<file path="src/rtl/rdout_pkg.sv">
// Shared types and phase constants for the readout sequencer and the
// trigger/L1A bookkeeping stage that it times.
package rdout_pkg;

    // Clocks per slot; STATE counts 0..NPHASE-1.
    localparam int NPHASE = 13;

    // Slot phases that the upstream stage also keys on.
    localparam logic [3:0] PH_CEW   = 4'd1;   // fifo write phase
    localparam logic [3:0] PH_CER   = 4'd3;   // fifo read phase (TRGDONE)
    localparam logic [3:0] PH_PBEND = 4'd12;  // last phase of a slot

    typedef enum logic [2:0] {
        ST_IDLE  = 3'd0,
        ST_HDR   = 3'd1,
        ST_READ  = 3'd2,
        ST_STALL = 3'd3,
        ST_DONE  = 3'd4
    } rdout_state_e;

    // Bitwise 2-of-3 majority, used to vote triplicated registers.
    function automatic logic [7:0] maj3(input logic [7:0] a,
                                        input logic [7:0] b,
                                        input logic [7:0] c);
        return (a & b) | (a & c) | (b & c);
    endfunction

endpackage

</file>
<file path="src/rtl/rdout_seq_slot_timer.sv">
// Slot phase counter. Counts 0..NPHASE-1 while run_i is high and flags the
// last phase of a slot. With TMR set the counter is held in three copies
// that are voted every clock, and each copy reloads from the voted value.
module slot_timer
    import rdout_pkg::*;
#(
    parameter int TMR    = 0,
    parameter int NPHASE = rdout_pkg::NPHASE
) (
    input  logic       clk_i,
    input  logic       rst_i,
    input  logic       run_i,
    output logic [3:0] state_o,
    output logic       slot_end_o
);

    localparam int         NC   = (TMR != 0) ? 3 : 1;
    localparam logic [3:0] LAST = 4'(NPHASE - 1);

    logic [3:0] ph_q [NC];
    logic [3:0] ph_v;
    logic [3:0] ph_d;

    generate
        if (TMR != 0) begin : g_vote
            // Majority of the three phase copies.
            always_comb ph_v = 4'(maj3(8'(ph_q[0]), 8'(ph_q[1]), 8'(ph_q[2])));
        end else begin : g_single
            // Single copy passes straight through.
            always_comb ph_v = ph_q[0];
        end
    endgenerate

    // Next phase: hold while stopped, wrap after the last phase.
    always_comb begin
        ph_d = ph_v;
        if (run_i) begin
            if (ph_v == LAST) ph_d = '0;
            else              ph_d = ph_v + 4'd1;
        end
    end

    // Phase register copies.
    always_ff @(posedge clk_i) begin
        for (int k = 0; k < NC; k++) begin
            if (rst_i) ph_q[k] <= '0;
            else       ph_q[k] <= ph_d;
        end
    end

    assign state_o    = ph_v;
    assign slot_end_o = run_i && (ph_v == LAST);

endmodule

</file>
<file path="src/rtl/rdout_seq.sv">
// Readout sequencer. Walks one queued trigger event per pass: a header
// slot, then one slot per SCA sample (one or two blocks), then a done slot
// that pops the trigger fifo. All FSM moves happen at slot end only.
//
// Handshake: TEMPTY low means the head fifo entry is valid; the entry is
// consumed only by the single TRGDONE strobe (and its L1A number by the
// single POPL1AN strobe). FIFO_AFULL is a ready-low from the downstream data
// fifo, sampled only at slot end; it blocks event start and the next sample,
// never the done slot.
module rdout_seq
    import rdout_pkg::*;
#(
    parameter int TMR    = 0,
    parameter int NSAMP  = 8,
    parameter int NBLK   = 12,
    parameter int NPHASE = rdout_pkg::NPHASE
) (
    input  logic             CLK,
    input  logic             RST,
    input  logic             RUN,
    input  logic             TEMPTY,
    input  logic             NOGTRG,
    input  logic             SCND_BLK,
    input  logic [3:0]       BLKOUT,
    input  logic [NSAMP-1:0] L1POUT,
    input  logic             FIFO_AFULL,
    output logic [3:0]       STATE,
    output logic             TRGDONE,
    output logic             POPL1AN,
    output logic             HDR,
    output logic             RDENA,
    output logic [6:0]       SCA_ADR,
    output logic             L1A_FLAG,
    output logic             BUSY,
    output rdout_state_e     DBG_FSM
);

    localparam int NC  = (TMR != 0) ? 3 : 1;
    localparam int SW  = $clog2(2 * NSAMP);
    localparam int SIW = $clog2(NSAMP);

    logic [3:0]       phase;
    logic             slot_end;

    rdout_state_e     fsm_q [NC];
    rdout_state_e     fsm_v;
    rdout_state_e     fsm_d;
    logic [SW-1:0]    smp_q [NC];
    logic [SW-1:0]    smp_v;
    logic [SW-1:0]    smp_d;
    logic [3:0]       blk_q;
    logic [3:0]       blk_d;

    logic [3:0]       ev_blk_q;
    logic             ev_scnd_q;
    logic             ev_nog_q;
    logic [NSAMP-1:0] ev_l1p_q;
    logic             latch_ev;

    logic             last_smp;
    logic [SIW-1:0]   idx;

    slot_timer #(
        .TMR    (TMR),
        .NPHASE (NPHASE)
    ) u_timer (
        .clk_i      (CLK),
        .rst_i      (RST),
        .run_i      (RUN),
        .state_o    (phase),
        .slot_end_o (slot_end)
    );

    generate
        if (TMR != 0) begin : g_vote
            // Majority of the three FSM and sample-counter copies.
            always_comb begin
                fsm_v = rdout_state_e'(3'(maj3(8'(fsm_q[0]), 8'(fsm_q[1]), 8'(fsm_q[2]))));
                smp_v = SW'(maj3(8'(smp_q[0]), 8'(smp_q[1]), 8'(smp_q[2])));
            end
        end else begin : g_single
            // Single copies pass straight through.
            always_comb begin
                fsm_v = fsm_q[0];
                smp_v = smp_q[0];
            end
        end
    endgenerate

    assign idx      = smp_v[SIW-1:0];
    assign last_smp = (smp_v == (ev_scnd_q ? SW'(2 * NSAMP - 1) : SW'(NSAMP - 1)));

    // Next-state logic; everything holds except at slot end.
    always_comb begin
        fsm_d    = fsm_v;
        smp_d    = smp_v;
        blk_d    = blk_q;
        latch_ev = 1'b0;
        if (slot_end) begin
            unique case (fsm_v)
                ST_IDLE: begin
                    if (!TEMPTY && !FIFO_AFULL) begin
                        fsm_d    = ST_HDR;
                        latch_ev = 1'b1;
                    end
                end
                ST_HDR: begin
                    if (ev_nog_q) begin
                        fsm_d = ST_DONE;
                    end else begin
                        fsm_d = ST_READ;
                        smp_d = '0;
                        blk_d = ev_blk_q;
                    end
                end
                ST_READ: begin
                    // The last sample always retires, even under backpressure.
                    if (last_smp) begin
                        fsm_d = ST_DONE;
                    end else begin
                        fsm_d = FIFO_AFULL ? ST_STALL : ST_READ;
                        smp_d = smp_v + SW'(1);
                        if (smp_v == SW'(NSAMP - 1)) begin
                            blk_d = (blk_q == 4'(NBLK - 1)) ? 4'd0 : blk_q + 4'd1;
                        end
                    end
                end
                ST_STALL: begin
                    // Sample counter already points at the next sample.
                    if (!FIFO_AFULL) fsm_d = ST_READ;
                end
                ST_DONE: fsm_d = ST_IDLE;
                default: fsm_d = ST_IDLE;
            endcase
        end
    end

    // FSM, sample and block registers.
    always_ff @(posedge CLK) begin
        if (RST) begin
            for (int k = 0; k < NC; k++) begin
                fsm_q[k] <= ST_IDLE;
                smp_q[k] <= '0;
            end
            blk_q <= '0;
        end else begin
            for (int k = 0; k < NC; k++) begin
                fsm_q[k] <= fsm_d;
                smp_q[k] <= smp_d;
            end
            blk_q <= blk_d;
        end
    end

    // Event registers, loaded only when an event is accepted from IDLE.
    always_ff @(posedge CLK) begin
        if (RST) begin
            ev_blk_q  <= '0;
            ev_scnd_q <= 1'b0;
            ev_nog_q  <= 1'b0;
            ev_l1p_q  <= '0;
        end else if (latch_ev) begin
            ev_blk_q  <= BLKOUT;
            ev_scnd_q <= SCND_BLK;
            ev_nog_q  <= NOGTRG;
            ev_l1p_q  <= L1POUT;
        end
    end

    // Output decode from FSM state and slot phase; strobes need RUN high.
    always_comb begin
        HDR      = 1'b0;
        RDENA    = 1'b0;
        TRGDONE  = 1'b0;
        POPL1AN  = 1'b0;
        SCA_ADR  = '0;
        L1A_FLAG = 1'b0;
        BUSY     = (fsm_v != ST_IDLE);
        unique case (fsm_v)
            ST_HDR: begin
                HDR     = 1'b1;
                POPL1AN = RUN && (phase == 4'd0);
            end
            ST_READ: begin
                RDENA    = RUN && (phase == 4'd0);
                SCA_ADR  = 7'(blk_q) * 7'(NSAMP) + 7'(idx);
                L1A_FLAG = ev_l1p_q[idx];
            end
            ST_DONE: TRGDONE = RUN && (phase == PH_CER);
            default: ;
        endcase
    end

    assign STATE   = phase;
    assign DBG_FSM = fsm_v;

endmodule

</file>
<file path="config.mk">
export PLATFORM = sky130hd
export DESIGN_NAME = rdout_seq
export DESIGN_NICKNAME = d
export VERILOG_FILES = /design/src/rtl/rdout_pkg.sv /design/src/rtl/rdout_seq_slot_timer.sv /design/src/rtl/rdout_seq.sv
export SDC_FILE = /design/constraint.sdc
export NUM_CORES = 1
export LEC_CHECK = 0
export ABC_AREA = 1
export BUFFER_PORTS_ARGS = -buffer_cell sky130_fd_sc_hd__clkbuf_2
export CORE_ASPECT_RATIO = 0.5
export CORE_UTILIZATION = 53
export DETAILED_ROUTE_END_ITERATION = 12
export PLACE_DENSITY = 0.87
export SYNTH_ARGS = -nofsm -noshare
export SYNTH_HDL_FRONTEND = slang
export SYNTH_SLANG_ARGS = --single-unit
</file>
<file path="constraint.sdc">
create_clock -name CLK -period 1.7 [get_ports CLK]
set_input_delay 0.085 -clock CLK [delete_from_list [all_inputs] [get_ports CLK]]
set_output_delay 0.085 -clock CLK [all_outputs]
set_load 0.005 [all_outputs]
</file>
==> results of run 1 <==
==> cell families (layout without fill, tap and decap cells) <==
| kind of cell | after synthesis | after routing | synth area share |
|---|---|---|---|
| AOI/OAI and AO/OA | 49 | 49 | 0.181 |
| xor gates and xnor gates | 3 | 3 | 0.0161 |
| adders and majority gates | 4 | 4 | 0.0306 |
| buffers and inverters | 44 | 93 | 0.109 |
| DFF | 29 | 29 | 0.355 |
| and+or+nand+nor | 108 | 108 | 0.307 |
==> critical path, delay by kind of cell (launching register included) <==
| family | cells | cell delay, ns |
|---|---|---|
| flops | 1 | 0.46 |
| buf+inv | 2 | 0.32 |
| simple gates | 4 | 0.43 |
==> flip-flops by register name, indices dropped and copies added (netlist names) <==
register,count
blk_q,4
ev_blk_q,4
ev_l1p_q,8
ev_nog_q,1
ev_scnd_q,1
fsm_q,3
smp_q,4
u_timer.ph_q,4
==> layer usage <==
layer  wire length (um)  up-vias
met1               1780      720
met5                  0        -
met4                 78        0
met3                241        8
met2               1570       55
li1                   -      862
==> cells in the final DEF, fill, tap and decap left out, types with 5 or more instances in the layout <==
master	n
nand2_1	46
dfxtp_1	29
o21ai_2	6
o21ai_0	16
clkbuf_8	5
nor2_1	32
inv_1	34
dlygate4sd3_1	5
a21oi_1	17
clkbuf_2	38
a21oi_2	6
nand3_1	14
==> worst paths after layout <==
| check | startpoint | end | slack (ns) |
|---|---|---|---|
| worst min-delay path | L1POUT[2] | ev_l1p_q[2]$_SDFFE_PP0P_ | 0.003 |
| worst max register to register | smp_q[0][1]$_SDFFE_PP0P_ | smp_q[0][0]$_SDFFE_PP0P_ | 0.16 |
| worst min register to register | ev_blk_q[1]$_SDFFE_PP0P_ | ev_blk_q[1]$_SDFFE_PP0P_ | 0.53 |
| worst max-delay path | fsm_q[0][1]$_SDFFE_PP0P_ | L1A_FLAG | 0.10 |
==> cell type report <==
| cell class | count | area share |
|---|---|---|
| Clock buffer | 6 | 0.0361 |
| Multi-Input combinational cell | 164 | 0.436 |
| Inverter | 38 | 0.0709 |
| Sequential cell | 29 | 0.289 |
| Tap cell | 37 | 0.0230 |
| Timing Repair Buffer | 47 | 0.141 |
| Clock inverter | 2 | 0.00498 |
==> repair_timing <==
item,4_1_cts,5_1_grt
endpoints found under the setup margin,0,3
hold endpoints to repair,5,0
hold buffers,5,0
gates resized for setup,0,2
==> where the power goes <==
group	switching, mW	internal [mW]
sequential	0.00599	0.684
clock	0.274	0.283
combinational	0.0429	0.0411
==> metrics by stage <==
stage	util	area [um2]	power, mW
2_1_floorplan	-	1630	0.744
3_3_place_gp	0.683	1880	0.777
3_5_place_dp	0.683	1880	0.779
4_1_cts	0.731	2010	1.33
5_1_grt	0.732	2010	1.38
6_report	0.732	2010	1.33
==> metrics.md, run 1 <==
| Metric | Value |
|---|---|
| Met1 Usage GRT | `0.292` |
| Most area-consuming cells after synthesis | `dfxtp_1 (36%), nand2_1 (11%), inv_1 (8.0%)` |
| Cell chain of the critical path | `nand3_2 > buf_4 > nor2_1 > nand2_1 > nand2_1 > clkbuf_2` |
| Top Usage Layer GRT | `met2` |
| Final Hold Fails | `0` |
| DRC errors left | `0` |
| Core Box Area | `2750 um2` |
| Drt pass-1 iters | `4` |
| Die Area | `3320 um2` |
| Sequential Area | `581 um2` |
| Top cell types by occurrence after synthesis | `nand2_1 (46), inv_1 (35), nor2_1 (32)` |
| Final net count | `308` |
| CP required | `1.62 ns` |
| Worst Reg-to-Reg Cells | `8` |
| Final WL | `3.67 mm` |
| Via density | `5.09` |
| Setup_tns | `0 ns` |
| Hold Slack | `0.00314 ns` |
| Mapped Area | `1630 um2` |
| Routed WL per cell | `11.4 um` |
| Peak VDD IR | `0.000440 V` |
| Largest area contributor in the netlist | `dfxtp_1` |
| M3 GR Usage | `0.0733` |
| Setup violations, final | `0` |
| Worst Hold Class | `input pin to flop` |
| Crit path largest cell delay | `0.46 ns` |
| Vias in the first global route | `1298` |
| Number of CTS-inserted buffers | `5` |
| Count leader, synth | `nand2_1` |
| Maximum clock rate | `0.626 GHz` |
| Worst setup margin | `0.103 ns` |
| Synth Warn # | `0` |
| Pin count of the biggest net entering global routing | `29` |
| Post-CTS setup buffer count | `0` |
| Overall global routing resource usage | `0.242` |
| Worst-margin pin slew | `0.341 ns` |
| Clock root buffer | `clkbuf_8` |
| Post-route insts no fill | `323` |
| Skew-Pair Late Insertion Delay | `0.29 ns` |
| Sink Count | `29` |
| Chip Height | `41.3 um` |
| Detailed Place HPWL | `2.65 mm` |
| Max_cap viols | `0` |
| CTS tree | `done` |
| M2 GR Usage | `0.392` |
| Synth cell types | `31` |
| Max H-tree Level | `2` |
| Layout cells sized above 1 | `0.252` |
| Chip Width | `80.5 um` |
| Global placer's final weighted congestion | `0.892` |
| Gate Count Post-Synth | `237` |
| LEAKAGE | `0.912 nW` |
| DRT iter0 DRCs | `105` |
| Avg Synthesized Cell Area | `6.89 um2` |
| Crit path capture type | `primary output` |
| CTS max path bufs | `2` |
| Unrepaired setup endpoints after global routing | `false` |
| Synthesized net count | `260` |
| Crit path DAT | `1.51 ns` |
| Startpoint types | `flop` |
| Area of the multi-input gates | `877 um2` |
| Antenna viol nets, final | `0` |
| Initial core utilization | `0.594` |
| Asr flop ratio synth | `0` |
| I/O pin cnt | `39` |
| Cell mode on critical path | `nand2_1` |
| Slowest-stage cell, CP | `dfxtp_1` |
| Sequential area share after synthesis | `0.355` |
| Clk slew on worst S/H paths | `0.06 ns` |
| Crit Path Class | `flop to primary output` |
| First-pass GRT wire length | `5.58 mm` |
| Final Slew Violations | `0` |
| PD cells | `661 nW/um2` |
| Crit path time final | `1.60 ns` |
| Via count | `1645` |
| P&R area growth vs syn | `23.1%` |
| Post-Place Worst Slack | `0.182 ns` |
| Critical-path maximum fanout | `14` |
| # diodes | `0` |
| Cells after DPL | `310` |
| GR Overflow Total | `0` |
| Buffers on Ports | `38` |
| Slew margin rel. | `0.772` |
| Clk_skew | `0.00632 ns` |
| EDFF count, synth | `0` |
| Ratio of final minimum period to clock period | `0.939` |
| Antenna violations before repair | `0` |
| Fill cells | `226` |
| Post-synth top flop | `dfxtp_1` |
| Synth Register Bits | `29` |
| Hold Path Stages | `3` |
| Share of the synthesized area in the top cell type | `0.355` |
| Core Rows | `13` |
| Outcome | `finished clean` |
(Power assumes the default switching activity.)
==> run 2, diff against run 1 <==
--- a/config.mk
+++ b/config.mk
@@ -5,12 +5,12 @@
 export SDC_FILE = /design/constraint.sdc
 export NUM_CORES = 1
 export LEC_CHECK = 0
-export ABC_AREA = 1
 export BUFFER_PORTS_ARGS = -buffer_cell sky130_fd_sc_hd__clkbuf_2
 export CORE_ASPECT_RATIO = 0.5
-export CORE_UTILIZATION = 53
+export CORE_MARGIN = 10
+export CORE_UTILIZATION = 57
 export DETAILED_ROUTE_END_ITERATION = 12
-export PLACE_DENSITY = 0.87
+export PLACE_DENSITY = 0.92
 export SYNTH_ARGS = -nofsm -noshare
 export SYNTH_HDL_FRONTEND = slang
 export SYNTH_SLANG_ARGS = --single-unit
==> constraint.sdc (replaced) <==
create_clock -name CLK -period 1.9 [get_ports CLK]
set_input_delay 0.095 -clock CLK [delete_from_list [all_inputs] [get_ports CLK]]
set_output_delay 0.095 -clock CLK [all_outputs]
set_load 0.005 [all_outputs]
==> run 2 against run 1 <==
First-iteration DRC count up 47%. Critical path depth unchanged. Critical path type is now flop to flop. Worst hold slack better by 0.029 ns. Sequential share of layout area up 0.44 points. Total power down 9.0%.
==> metrics.md, run 2 <==
| Metric | Value |
|---|---|
| Maximum clock rate | `0.567 GHz` |
| Max_cap viols | `0` |
| Via density | `5.84` |
| Hold_buf cts | `0` |
| Most common cell after layout, fill and taps aside | `nand2_1` |
| Switching power | `0.307 mW` |
| Worst-margin pin slew | `0.648 ns` |
| Sequential area share after synthesis | `0.351` |
| First-pass GRT wire length | `7.13 mm` |
| Fin util | `0.738` |
| Clock share of power | `0.412` |
| Share of the synthesized area in the top cell type | `0.351` |
| Crit path time final | `1.76 ns` |
| Synth Register Bits | `29` |
| LEAKAGE | `0.771 nW` |
| Vias in the first global route | `1568` |
| Power, Total | `1.21 mW` |
| Avg Synthesized Cell Area | `8.06 um2` |
| Pin count of the biggest net entering global routing | `27` |
| # resized after CTS | `0` |
| Initial core utilization | `0.616` |
| Mapped Area | `1650 um2` |
| Clk slew on worst S/H paths | `0.07 ns` |
| Unrepaired setup endpoints after global routing | `false` |
| Crit Path Class | `flop to flop` |
| Final Hold Fails | `0` |
| Skew-Pair Late Insertion Delay | `0.29 ns` |
| Via count | `1665` |
| Internal cell power | `0.904 mW` |
| GR Overflow Total | `0` |
| Buffers and inverters on the worst path | `2` |
| Final net count | `270` |
| Peak VDD IR | `0.000569 V` |
| Startpoint types | `flop` |
| Chip Width | `96.2 um` |
| Hold Slack | `0.0325 ns` |
| P&R area growth vs syn | `19.9%` |
| PD cells | `611 nW/um2` |
| Ratio of final minimum period to clock period | `0.929` |
| Sequential share of power | `0.519` |
| Core Box Area | `2680 um2` |
| Logic pwr share | `0.069` |
| Largest register FFs | `8` |
| Buffers on Ports | `38` |
| Post-synth top flop | `dfxtp_1` |
| Cell chain of the critical path | `inv_1 > ha_1 > nand4_1 > buf_4 > a211o_1 > a221oi_1` |
| Sw Ratio | `0.253` |
| Chip Height | `58.1 um` |
| Antenna violations before repair | `0` |
| Crit path capture type | `flop` |
| Drt pass-1 iters | `4` |
| Overall global routing resource usage | `0.158` |
| Top cell types by occurrence after synthesis | `nand2_1 (41), dfxtp_1 (29), a21oi_1 (22)` |
| CP required | `2.09 ns` |
| Antenna viol nets, final | `0` |
| Most area-consuming cells after synthesis | `dfxtp_1 (35%), nand2_1 (9.3%), a21oi_1 (6.7%)` |
| Gate Count Post-Synth | `205` |
| Asr flop ratio synth | `0` |
| Synthesized net count | `228` |
| Count leader, synth | `nand2_1` |
| Sequential Area | `581 um2` |
| Setup violations, final | `0` |
| I/O pin cnt | `39` |
| Slew margin rel. | `0.565` |
| Fill cells | `213` |
| Die Area | `5580 um2` |
| Core Rows | `13` |
| Largest area contributor in the netlist | `dfxtp_1` |
| Max H-tree Level | `2` |
| Synth cell types | `52` |
| Slowest-stage cell, CP | `dfxtp_1` |
| Clk_skew | `0.00335 ns` |
| Number of CTS-inserted buffers | `5` |
| Global placer's final weighted congestion | `0.866` |
| CTS max path bufs | `2` |
| Worst Hold Class | `input pin to flop` |
| CTS tree | `done` |
| Layout cells sized above 1 | `0.266` |
| Crit path DAT | `1.96 ns` |
| Critical-path maximum fanout | `7` |
| Sink Count | `29` |
| Crit path largest cell delay | `0.36 ns` |
| Register with the most flip-flops | `ev_l1p_q` |
| Setup_tns | `0 ns` |
| Clock root buffer | `clkbuf_8` |
| Final Slew Violations | `0` |
| EDFF count, synth | `0` |
| # diodes | `0` |
| Outcome | `finished clean` |
| Routed WL per cell | `15.2 um` |
| Post-CTS setup buffer count | `0` |
| DRT iter0 DRCs | `154` |
| Commonest non-fill, non-tap cells in the layout | `nand2_1 (41), clkbuf_2 (38), dfxtp_1 (29)` |
| Delay-heaviest family, CP | `compound AO/OA/AOI/OAI gates` |
| Synth Warn # | `0` |
| Detailed Place HPWL | `3.19 mm` |
| DRC errors left | `0` |
| Final WL | `4.34 mm` |
| Area of the multi-input gates | `962 um2` |
run 2: final cells by class:
cell class,count,share of cell area
multi-input combinational,152,0.485
sequential,29,0.293
timing repair buffer,48,0.134
clock buffer,5,0.0347
tap,37,0.0234
inverter,11,0.0208
clock inverter,3,0.00884
run 2: kinds of logic (layout without fill, tap and decap cells):
kind of cell / after synthesis / count (layout) / share of synthesized area
adders and majority gates: 4 / 4 / 0.0303
buffers and inverters: 24 / 67 / 0.0696
muxes: 5 / 5 / 0.0454
AOI/OAI and AO/OA: 53 / 53 / 0.215
DFF: 29 / 29 / 0.351
and+or+nand+nor: 87 / 87 / 0.273
xor gates and xnor gates: 3 / 3 / 0.0159
run 2: worst paths after layout:
kind | slack, ns | endpoint | from | cells after the start
max | 0.14 | fsm_q[0][1]$_SDFFE_PP0P_ | u_timer.ph_q[0][0]$_SDFFE_PP0P_ | 6
min | 0.03 | ev_blk_q[3]$_SDFFE_PP0P_ | BLKOUT[3] | 3
max reg2reg | 0.14 | fsm_q[0][1]$_SDFFE_PP0P_ | u_timer.ph_q[0][0]$_SDFFE_PP0P_ | 6
min reg2reg | 0.45 | ev_l1p_q[4]$_SDFFE_PP0P_ | ev_l1p_q[4]$_SDFFE_PP0P_ | 2
run 2: metal layers:
layer	GRT usage	wire (um)
met2	0.268	2120
met1	0.179	1860
met4	0.0731	53
met5	0	0
met3	0.0449	305
run 2: power by group through the flow:
stage | clock [mW] | sequential, mW | combinational, mW
final | 0.498 | 0.629 | 0.0837
after floorplan | 0 | 0.640 | 0.0459
after CTS | 0.506 | 0.628 | 0.0834
after global placement | 0 | 0.641 | 0.0788
after global routing | 0.528 | 0.630 | 0.0936
after detailed placement | 0 | 0.642 | 0.0825
run 2: worst min-delay path: cells and delay by family:
kind	cells	cell delay, ns
buf+inv	1	0.08
compound gates	1	0.05
simple gates	1	0.04
run 2: through the flow:
| stage | cells | cell area [um2] | setup slack, ns |
|---|---|---|---|
| final | 285 | 1980 | 0.135 |
| after global routing | 285 | 1980 | 0.0196 |
| after CTS | 285 | 1980 | 0.122 |
| after detailed placement | 277 | 1890 | 0.147 |
| after global placement | 277 | 1890 | 0.258 |
| after floorplan | 205 | 1650 | 0.204 |
==> run 3, diff against run 2 <==
--- a/config.mk
+++ b/config.mk
@@ -10,6 +10,7 @@
 export CORE_MARGIN = 10
 export CORE_UTILIZATION = 57
 export DETAILED_ROUTE_END_ITERATION = 12
+export GPL_TIMING_DRIVEN = 0
 export PLACE_DENSITY = 0.92
 export SYNTH_ARGS = -nofsm -noshare
 export SYNTH_HDL_FRONTEND = slang
==> run 3 against run 2 <==
Worst setup slack got worse by 0.023 ns. Sequential power is essentially flat. Critical path depth stayed put. Worst hold slack worse by 0.0063 ns. Core utilization grew 1.9 points. Cell area up 2.5%. Via count up 3.4%. Combinational power rose by 5.0%. Sequential share of layout area shrank 0.66 points. Register-to-register slack got worse by 0.02 ns. Critical endpoint is now blk_q[1]$_SDFFE_PP0P_.
==> metrics.md, run 3 (synthesis results as in run 2) <==
| Metric | Value |
|---|---|
| Final WL | `4.86 mm` |
| Core Box Area | `2680 um2` |
| Layout cells sized above 1 | `0.263` |
| DRT iter0 DRCs | `402` |
| Buffers on Ports | `36` |
| Initial core utilization | `0.616` |
| Fin util | `0.757` |
| CTS tree | `done` |
| Cell chain of the critical path | `ha_1 > and2_0 > clkbuf_1 > a31oi_4 > and3_4 > a311oi_2` |
| Final net count | `273` |
| Antenna violations before repair | `0` |
| LEAKAGE | `0.779 nW` |
| Hold_buf cts | `0` |
| P&R area growth vs syn | `22.9%` |
| Crit path time final | `1.79 ns` |
| Global placer's final weighted congestion | `0.855` |
| Maximum clock rate | `0.559 GHz` |
| Chip Height | `58.1 um` |
| Antenna viol nets, final | `0` |
| Clock root buffer | `clkbuf_8` |
| Via count | `1722` |
| PD cells | `631 nW/um2` |
| Via density | `5.98` |
| CTS max path bufs | `2` |
| Crit path largest cell delay | `0.43 ns` |
| Outcome | `finished clean` |
| Delay-heaviest family, CP | `flip-flops` |
| Largest register FFs | `8` |
| Crit Path Class | `flop to flop` |
| Setup violations, final | `0` |
| Slew margin rel. | `0.490` |
| Post-Place Worst Slack | `-0.139 ns` |
| CP required | `2.10 ns` |
| Final instance area | `2030 um2` |
| Sink Count | `29` |
| Chip Width | `96.2 um` |
| Die Area | `5580 um2` |
| Startpoint types | `flop` |
| DP Area | `1880 um2` |
| Pin count of the biggest net entering global routing | `11` |
| Final Slew Violations | `0` |
| GR Overflow Total | `0` |
| Crit path DAT | `1.98 ns` |
| Peak VDD IR | `0.000492 V` |
| # diodes | `0` |
| First-pass GRT wire length | `7.85 mm` |
| Overall global routing resource usage | `0.177` |
| Core Rows | `13` |
| Drt pass-1 iters | `5` |
| I/O pin cnt | `39` |
| Clk slew on worst S/H paths | `0.06 ns` |
| Most common cell after layout, fill and taps aside | `nand2_1` |
| DRC errors left | `0` |
| Worst Hold Class | `input pin to flop` |
| Crit path capture type | `flop` |
| Ratio of final minimum period to clock period | `0.941` |
| Clk_skew | `0.00374 ns` |
| Final Hold Fails | `0` |
| Worst setup margin | `0.113 ns` |
| Detailed Place HPWL | `3.38 mm` |
| Worst-margin pin slew | `0.760 ns` |
| Unrepaired setup endpoints after global routing | `false` |
| Register with the most flip-flops | `ev_l1p_q` |
| Routed WL per cell | `16.9 um` |
| Max_cap viols | `0` |
| Number of CTS-inserted buffers | `5` |
| Critical-path maximum fanout | `6` |
| Slowest-stage cell, CP | `dfxtp_1` |
| Vias in the first global route | `1633` |
| Buffers and inverters on the worst path | `1` |
| Max H-tree Level | `2` |
| Commonest non-fill, non-tap cells in the layout | `nand2_1 (41), clkbuf_2 (36), dfxtp_1 (28)` |
| Skew-Pair Late Insertion Delay | `0.29 ns` |
==> run 3: cell types whose count changed in the layout (fill, tap and decap cells not counted), moves of 2 or more <==
cell	previous run	this run
buf_6	0	2
clkbuf_2	38	36
clkbuf_8	5	7
clkbuf_1	0	4
buf_4	10	5
buf_2	0	2
==> run 3: timing repair <==
action / in CTS / in global routing
resized for setup: 3 / 4
pin swaps: 1 / 1
setup buffers: 2 / 1
setup endpoints to repair: 14 / 15
==> run 3: worst paths after layout <==
check | startpoint | end | slack, ns | cells past startpoint
min reg2reg | ev_blk_q[0]$_SDFFE_PP0P_ | ev_blk_q[0]$_SDFFE_PP0P_ | 0.46 | 2
min | L1POUT[2] | ev_l1p_q[2]$_SDFFE_PP0P_ | 0.03 | 3
max reg2reg | smp_q[0][1]$_SDFFE_PP0P_ | blk_q[1]$_SDFFE_PP0P_ | 0.11 | 6
max | smp_q[0][1]$_SDFFE_PP0P_ | blk_q[1]$_SDFFE_PP0P_ | 0.11 | 6
==> run 3: report_power, final <==
group	switching (mW)	internal [mW]	leakage [nW]
logic	0.0520	0.0358	0.490
registers	0.0134	0.616	0.235
clock network	0.239	0.327	0.0542
==> run 3: final cells by class <==
type | count | area [um2]
fillers | 179 | 652
clock buffers | 7 | 96.3
multi-input cells | 152 | 985
well taps | 37 | 46.3
flip-flops and latches | 29 | 582
inverters | 11 | 41.3
clock inverters | 1 | 5.00
repair buffers | 39 | 203
plain buffers | 12 | 73.8
==> run 3: worst reg2reg max path, stage by stage (launching register included) <==
cell and delay, ns:
dfxtp_1 0.43, ha_1 0.23, and2_0 0.13, clkbuf_1 0.29, a31oi_4 0.17, and3_4 0.24, a311oi_2 0.21
==> run 3: per-layer routing <==
metal	share of wire	global-route usage	up-vias
li1	-	-	823
met1	0.38	0.204	782
met5	0	0	-
met3	0.10	0.0501	23
met4	0.030	0.0814	0
met2	0.48	0.297	94
==> run 3: stage by stage <==
step	hold slack [ns]	instances	TNS [ns]	total power, mW
3_5_place_dp	0.328	278	-1.06	0.725
5_1_grt	0.0298	288	0	1.33
2_1_floorplan	0.235	205	0	0.686
6_report	0.0262	288	0	1.28
4_1_cts	0.0265	288	0	1.28
3_3_place_gp	0.322	278	-0.141	0.720
